--- src/rtl/lcm_pkg.sv ---
// Shared definitions for the sequential LCM engine: FSM state encoding and default width.
package lcm_pkg;

    localparam int unsigned LCM_N_DEFAULT = 16;

    typedef enum logic [1:0] {
        IDLE = 2'd0,
        RUN  = 2'd1,
        DONE = 2'd2
    } lcm_state_t;

endpackage

--- src/rtl/lcm_step.sv ---
// One running-sum step: advance the smaller multiple by its base operand, flag equality and carry-out.
module lcm_step #(
    parameter int unsigned N = lcm_pkg::LCM_N_DEFAULT
) (
    input  logic [N-1:0] i_ma,
    input  logic [N-1:0] i_mb,
    input  logic [N-1:0] i_ra,
    input  logic [N-1:0] i_rb,
    output logic [N-1:0] o_ma_nxt,
    output logic [N-1:0] o_mb_nxt,
    output logic         o_equal,
    output logic         o_carry
);

    logic [N:0] w_sum_a;
    logic [N:0] w_sum_b;

    assign w_sum_a = {1'b0, i_ma} + {1'b0, i_ra};
    assign w_sum_b = {1'b0, i_mb} + {1'b0, i_rb};

    always_comb begin
        o_equal  = (i_ma == i_mb);
        o_ma_nxt = i_ma;
        o_mb_nxt = i_mb;
        o_carry  = 1'b0;
        if (!o_equal) begin
            if (i_ma < i_mb) begin
                o_ma_nxt = w_sum_a[N-1:0];
                o_carry  = w_sum_a[N];
            end else begin
                o_mb_nxt = w_sum_b[N-1:0];
                o_carry  = w_sum_b[N];
            end
        end
    end

endmodule

--- src/rtl/lcm_seq.sv ---
// Sequential LCM engine (running-sum, valid/ready both sides, overflow flag).
// Define LCM_CYCLE_CNT_EN to add the saturating RUN-edge counter output 'cycles'.
module lcm_seq
    import lcm_pkg::*;
#(
    parameter int unsigned N = LCM_N_DEFAULT
) (
    input  logic         clk,
    input  logic         rst_n,
    input  logic         in_valid,
    output logic         in_ready,
    input  logic [N-1:0] a,
    input  logic [N-1:0] b,
    output logic         out_valid,
    input  logic         out_ready,
    output logic [N-1:0] lcm,
`ifdef LCM_CYCLE_CNT_EN
    output logic [N-1:0] cycles,
`endif
    output logic         ovf
);

    lcm_state_t r_state;
    logic [N-1:0] r_ra, r_rb, r_ma, r_mb;
    logic [N-1:0] r_lcm;
    logic         r_ovf;
    logic         r_in_ready;
    logic         r_out_valid;
`ifdef LCM_CYCLE_CNT_EN
    logic [N-1:0] r_cycles;
`endif

    logic [N-1:0] w_ma_nxt, w_mb_nxt;
    logic         w_equal, w_carry;

    lcm_step #(.N(N)) u_step (
        .i_ma     (r_ma),
        .i_mb     (r_mb),
        .i_ra     (r_ra),
        .i_rb     (r_rb),
        .o_ma_nxt (w_ma_nxt),
        .o_mb_nxt (w_mb_nxt),
        .o_equal  (w_equal),
        .o_carry  (w_carry)
    );

    always_ff @(posedge clk or negedge rst_n) begin
        if (!rst_n) begin
            r_state     <= IDLE;
            r_ra        <= '0;
            r_rb        <= '0;
            r_ma        <= '0;
            r_mb        <= '0;
            r_lcm       <= '0;
            r_ovf       <= 1'b0;
            r_in_ready  <= 1'b1;
            r_out_valid <= 1'b0;
`ifdef LCM_CYCLE_CNT_EN
            r_cycles    <= '0;
`endif
        end else begin
            case (r_state)
                IDLE: begin
                    if (in_valid) begin
                        r_ra       <= a;
                        r_rb       <= b;
                        r_ma       <= a;
                        r_mb       <= b;
                        r_in_ready <= 1'b0;
`ifdef LCM_CYCLE_CNT_EN
                        r_cycles   <= '0;
`endif
                        // A zero operand short-circuits straight to a zero result.
                        if (a == '0 || b == '0) begin
                            r_state     <= DONE;
                            r_lcm       <= '0;
                            r_ovf       <= 1'b0;
                            r_out_valid <= 1'b1;
                        end else begin
                            r_state <= RUN;
                        end
                    end
                end
                RUN: begin
`ifdef LCM_CYCLE_CNT_EN
                    if (r_cycles != '1) begin
                        r_cycles <= r_cycles + 1'b1;
                    end
`endif
                    if (w_equal) begin
                        r_state     <= DONE;
                        r_lcm       <= r_ma;
                        r_ovf       <= 1'b0;
                        r_out_valid <= 1'b1;
                    end else if (w_carry) begin
                        r_state     <= DONE;
                        r_lcm       <= '0;
                        r_ovf       <= 1'b1;
                        r_out_valid <= 1'b1;
                    end else begin
                        r_ma <= w_ma_nxt;
                        r_mb <= w_mb_nxt;
                    end
                end
                DONE: begin
                    if (out_ready) begin
                        r_state     <= IDLE;
                        r_out_valid <= 1'b0;
                        r_in_ready  <= 1'b1;
                    end
                end
                default: begin
                    r_state     <= IDLE;
                    r_out_valid <= 1'b0;
                    r_in_ready  <= 1'b1;
                end
            endcase
        end
    end

    assign in_ready  = r_in_ready;
    assign out_valid = r_out_valid;
    assign lcm       = r_lcm;
    assign ovf       = r_ovf;
`ifdef LCM_CYCLE_CNT_EN
    assign cycles    = r_cycles;
`endif

endmodule

--- config.mk ---
export PLATFORM = sky130hd
export DESIGN_NAME = lcm_seq
export DESIGN_NICKNAME = d
export VERILOG_FILES = /design/src/rtl/lcm_pkg.sv /design/src/rtl/lcm_step.sv /design/src/rtl/lcm_seq.sv
export SDC_FILE = /design/constraint.sdc
export NUM_CORES = 1
export LEC_CHECK = 0
export BUFFER_PORTS_ARGS = -buffer_cell sky130_fd_sc_hd__buf_2
export CAP_MARGIN = 20
export CORE_MARGIN = 4
export CORE_UTILIZATION = 56
export CTS_BUF_LIST = sky130_fd_sc_hd__clkbuf_8
export DETAILED_ROUTE_END_ITERATION = 6
export GPL_TIMING_DRIVEN = 0
export PLACE_DENSITY = 0.79
export SKIP_CTS_REPAIR_TIMING = 1
export SLEW_MARGIN = 20
export SYNTH_ARGS = -nofsm -noshare
export SYNTH_HDL_FRONTEND = slang
export SYNTH_SLANG_ARGS = --single-unit
--- constraint.sdc ---
create_clock -name clk -period 2.6 [get_ports clk]
set_clock_uncertainty 0.1 [all_clocks]
set_input_delay 0.52 -clock clk [delete_from_list [all_inputs] [get_ports clk]]
set_output_delay 0.52 -clock clk [all_outputs]
set_load 0.005 [all_outputs]
==> results.cfg <==
[power_and_ir_drop]
seqPwrFrac_pct = 22.8
p_switching_w = 0.00502
power.share.switching_pct = 47.5
cell_internal_pwr_w = 0.00555
clockPowerShare_pct = 9.7
leakage_component_of_the_power_nw = 3.18
power_density_normalized_to_cell_area_nw_per_um2 = 1590
proportion_of_power_drawn_by_combinational_gates_pct = 67.5
total_power_w = 0.0106
vdd.ir_drop.worst_v = 0.000697

[sta]
setup_violations = 49
finalWorstPathRequiredPeriod_ns = 2.87
setup_ws_ns = -0.270
number_of_pins_exceeding_their_max_slew_limit_in_the_final_report = 0
setup_repair_after_global_routing_missed_its_margin = true
timing.fmax_mhz = 348
tightest_slew_ns = 0.897
final.hold.worst_slack_ns = -0.0349
finalHoldViolCount = 30
maxSlewHeadroom_pct = 40.2
timing.final.crit_share_pct = 110

[route]
drt-pass1-iter-count = 5
detail_route.vias_per_cell = 6.16
drt-met1-wl_um = 6640
final_antenna_net_count = 0
remaining_drc_errors = 0
num_vias = 5105
wl_per_cell_um = 19.0
route.met2.wl_um = 7560
drt_iter0_drc = 283
topRoutingLayerUsed = met4
routed_wirelength_um = 15800
met3RoutedLength_um = 1050

[logic_synthesis]
netlist_top_cells_area = dfrtp_1 (39%), ha_1 (11%), nand2_1 (9.5%)
syn_area_um2 = 5420
synthCells = 607
syn-mean-instance-area_um2 = 8.92
ys_dominant_reg_cell = dfrtp_1
synth_warnings = 0
number_of_flops_mapped_to_enable_cells_by_yosys = 0
number_of_different_library_cells_in_the_post_synthesis_netlist = 61
yosysTopAreaCell = dfrtp_1
synth.most_common_cell = nand2_1
synth-seq-area-share_pct = 39.3
synth_top_cells_by_count = nand2_1 (137), dfrtp_1 (84), ha_1 (48), a21oi_1 (42), o21ai_0 (39)
ys_ff_latch = 85
async_reset_ff_share_pct = 100
synth.top_cell.area_share_pct = 38.8
mappedNetlistNets = 693

[worst_setup_path]
r2r_cells = 10
worst_setup_path_start_kind = flip-flop
crit_path_end = lcm[5]
critical_path_arrival_ns = 3.07
path_max_fanout = 6
cp-startpoint = r_rb[0]
worst_r2r_endpoint = lcm[5]
criticalPathCategory = reg2reg
cp.required_ns = 2.80
endpoint_kind = flip-flop
r2r_slack_ns = -0.27
r2r-start = r_rb[0]

[hold_path]
min_path_type = in2async

[die]
chipHeight_um = 106
design.die.area_um2 = 11300
core_area_um2 = 9330
design.portCount = 55
die_width_um = 106
std_cell_rows = 35
starting_density_pct = 58.1

[global_routing]
grt_antenna_before_repair = 0
grt_start_max_net_pins = 56
grt_pass1_vias = 4800
grt_pass1_wl_um = 23600
grt_overflow_total = 0
groute.usage.overall_pct = 26.4

[place]
io_buffer_count = 54
place.detailed.hpwl_um = 10700
gp_congestion = 1.03

[layout]
drive_gt1_share_pct = 23.3
finalCoreUtilization_pct = 71.5
antenna-diode-count = 0
layout-area-overhead-vs-synth_pct = 23.1
design.final.nets = 781

[clocking]
worst_setup_hold_path_clk_slew_ns = 0.09
tritoncts_buffers = 9
max-clock-path-buffers = 2
cts_root_buf = clkbuf_8
cts_num_sinks = 85
insertion_delay_ns = 0.37
cts_tree = yes
h-tree-depth = 3

[job]
max_cap_violations = 0

[status]
violations = negative hold slack, negative setup slack
status = finished, violations left
-- per-stage QoR --
stage	std cells	cell area [µm²]	setup TNS (ns)	worst slack [ns]
floorplan	607	5430	0	0.00811
global placement	790	5860	-10.71	-0.379
detailed placement	791	5890	-11.64	-0.387
CTS	807	6090	-12.86	-0.398
global route	829	6670	-11.45	-0.338
finish	829	6670	-7.25	-0.270
-- layout make-up --
class / instances / area, µm²
clock buffers: 9 / 124
repair buffers: 78 / 502
multi-input cells: 480 / 3460
clock inverters: 7 / 82.6
inverters: 19 / 71.3
plain buffers: 22 / 129
flip-flops and latches: 85 / 2140
well taps: 129 / 161
fillers: 697 / 2660
-- metal layers --
| metal | global-route usage [%] | vias up |
|---|---|---|
| li1 | - | 2343 |
| met1 | 35.5 | 2484 |
| met2 | 41.5 | 235 |
| met3 | 5.10 | 43 |
| met4 | 11.5 | 0 |
| met5 | 0 | - |
-- worst max-delay path, stage by stage, from the launching register on --
cell and delay, ns:
dfrtp_1 0.42, ha_4 0.19, fa_2 0.43, a211oi_4 0.24, o211ai_1 0.19, nand4b_1 0.20
a21oi_2 0.11, or3_4 0.36, a21oi_4 0.26, buf_6 0.17, a22o_1 0.14
-- sequential cells by signal, indices dropped and copies added, names as in the netlist --
register and count:
r_ma 16, ovf 1, r_ra 16, out_valid 1, r_state 2, r_mb 16, in_ready 1, lcm 16
r_rb 16
-- logic make-up (layout without fill, tap and decap cells) --
family                   after synthesis  count (layout)  share of synthesized area, %
AND/OR/NAND/NOR                      222             222                          17.7
buffers and inverters                 42             135                          3.19
multiplexers                          15              15                          2.84
adder cells (fa/ha/maj)               50              50                          11.8
flip-flops                            85              85                          39.3
XOR/XNOR                              25              25                          4.04
AO/OA/AOI/OAI                        168             168                          21.1
-- power by group through the flow --
| stage | sequential, W | clock [W] | combinational (W) |
|---|---|---|---|
| after floorplan | 0.00219 | 0 | 0.00445 |
| after global placement | 0.00234 | 0 | 0.00536 |
| after detailed placement | 0.00236 | 0 | 0.00560 |
| after CTS | 0.00234 | 0.00102 | 0.00565 |
| after global routing | 0.00246 | 0.00108 | 0.00781 |
| final | 0.00241 | 0.00103 | 0.00713 |
-- layout by cell type, fill, tap and decap left out, types with 5 or more instances in the layout --
cell,instances
clkbuf_8,9
nor3_1,8
a21oi_1,40
xor2_1,13
mux2i_1,12
nand4_1,6
o211ai_1,5
o21ai_1,17
buf_6,11
ha_1,35
buf_2,55
a211oi_2,6
a211oi_1,5
buf_4,17
clkbuf_1,13
ha_4,13
o21ai_0,21
nor4_1,10
a22o_1,16
dfrtp_1,78
nor2_1,33
dfrtp_2,6
inv_1,20
a21o_1,11
o21bai_1,6
xnor2_1,12
nand2_1,134
-- worst min-delay path by stage --
| stage | startpoint | to | slack, ns |
|---|---|---|---|
| 4_1_cts | rst_n | r_ra[13] | -0.01 |
| 2_1_floorplan | rst_n | lcm[0] | 0.12 |
| 5_1_grt | rst_n | r_ra[13] | 0.003 |
| 3_5_place_dp | r_ra[2] | r_ra[2] | 0.37 |
| 6_report | rst_n | r_ra[13] | -0.03 |
| 3_3_place_gp | r_ra[2] | r_ra[2] | 0.37 |
(Power assumes the default switching activity.)
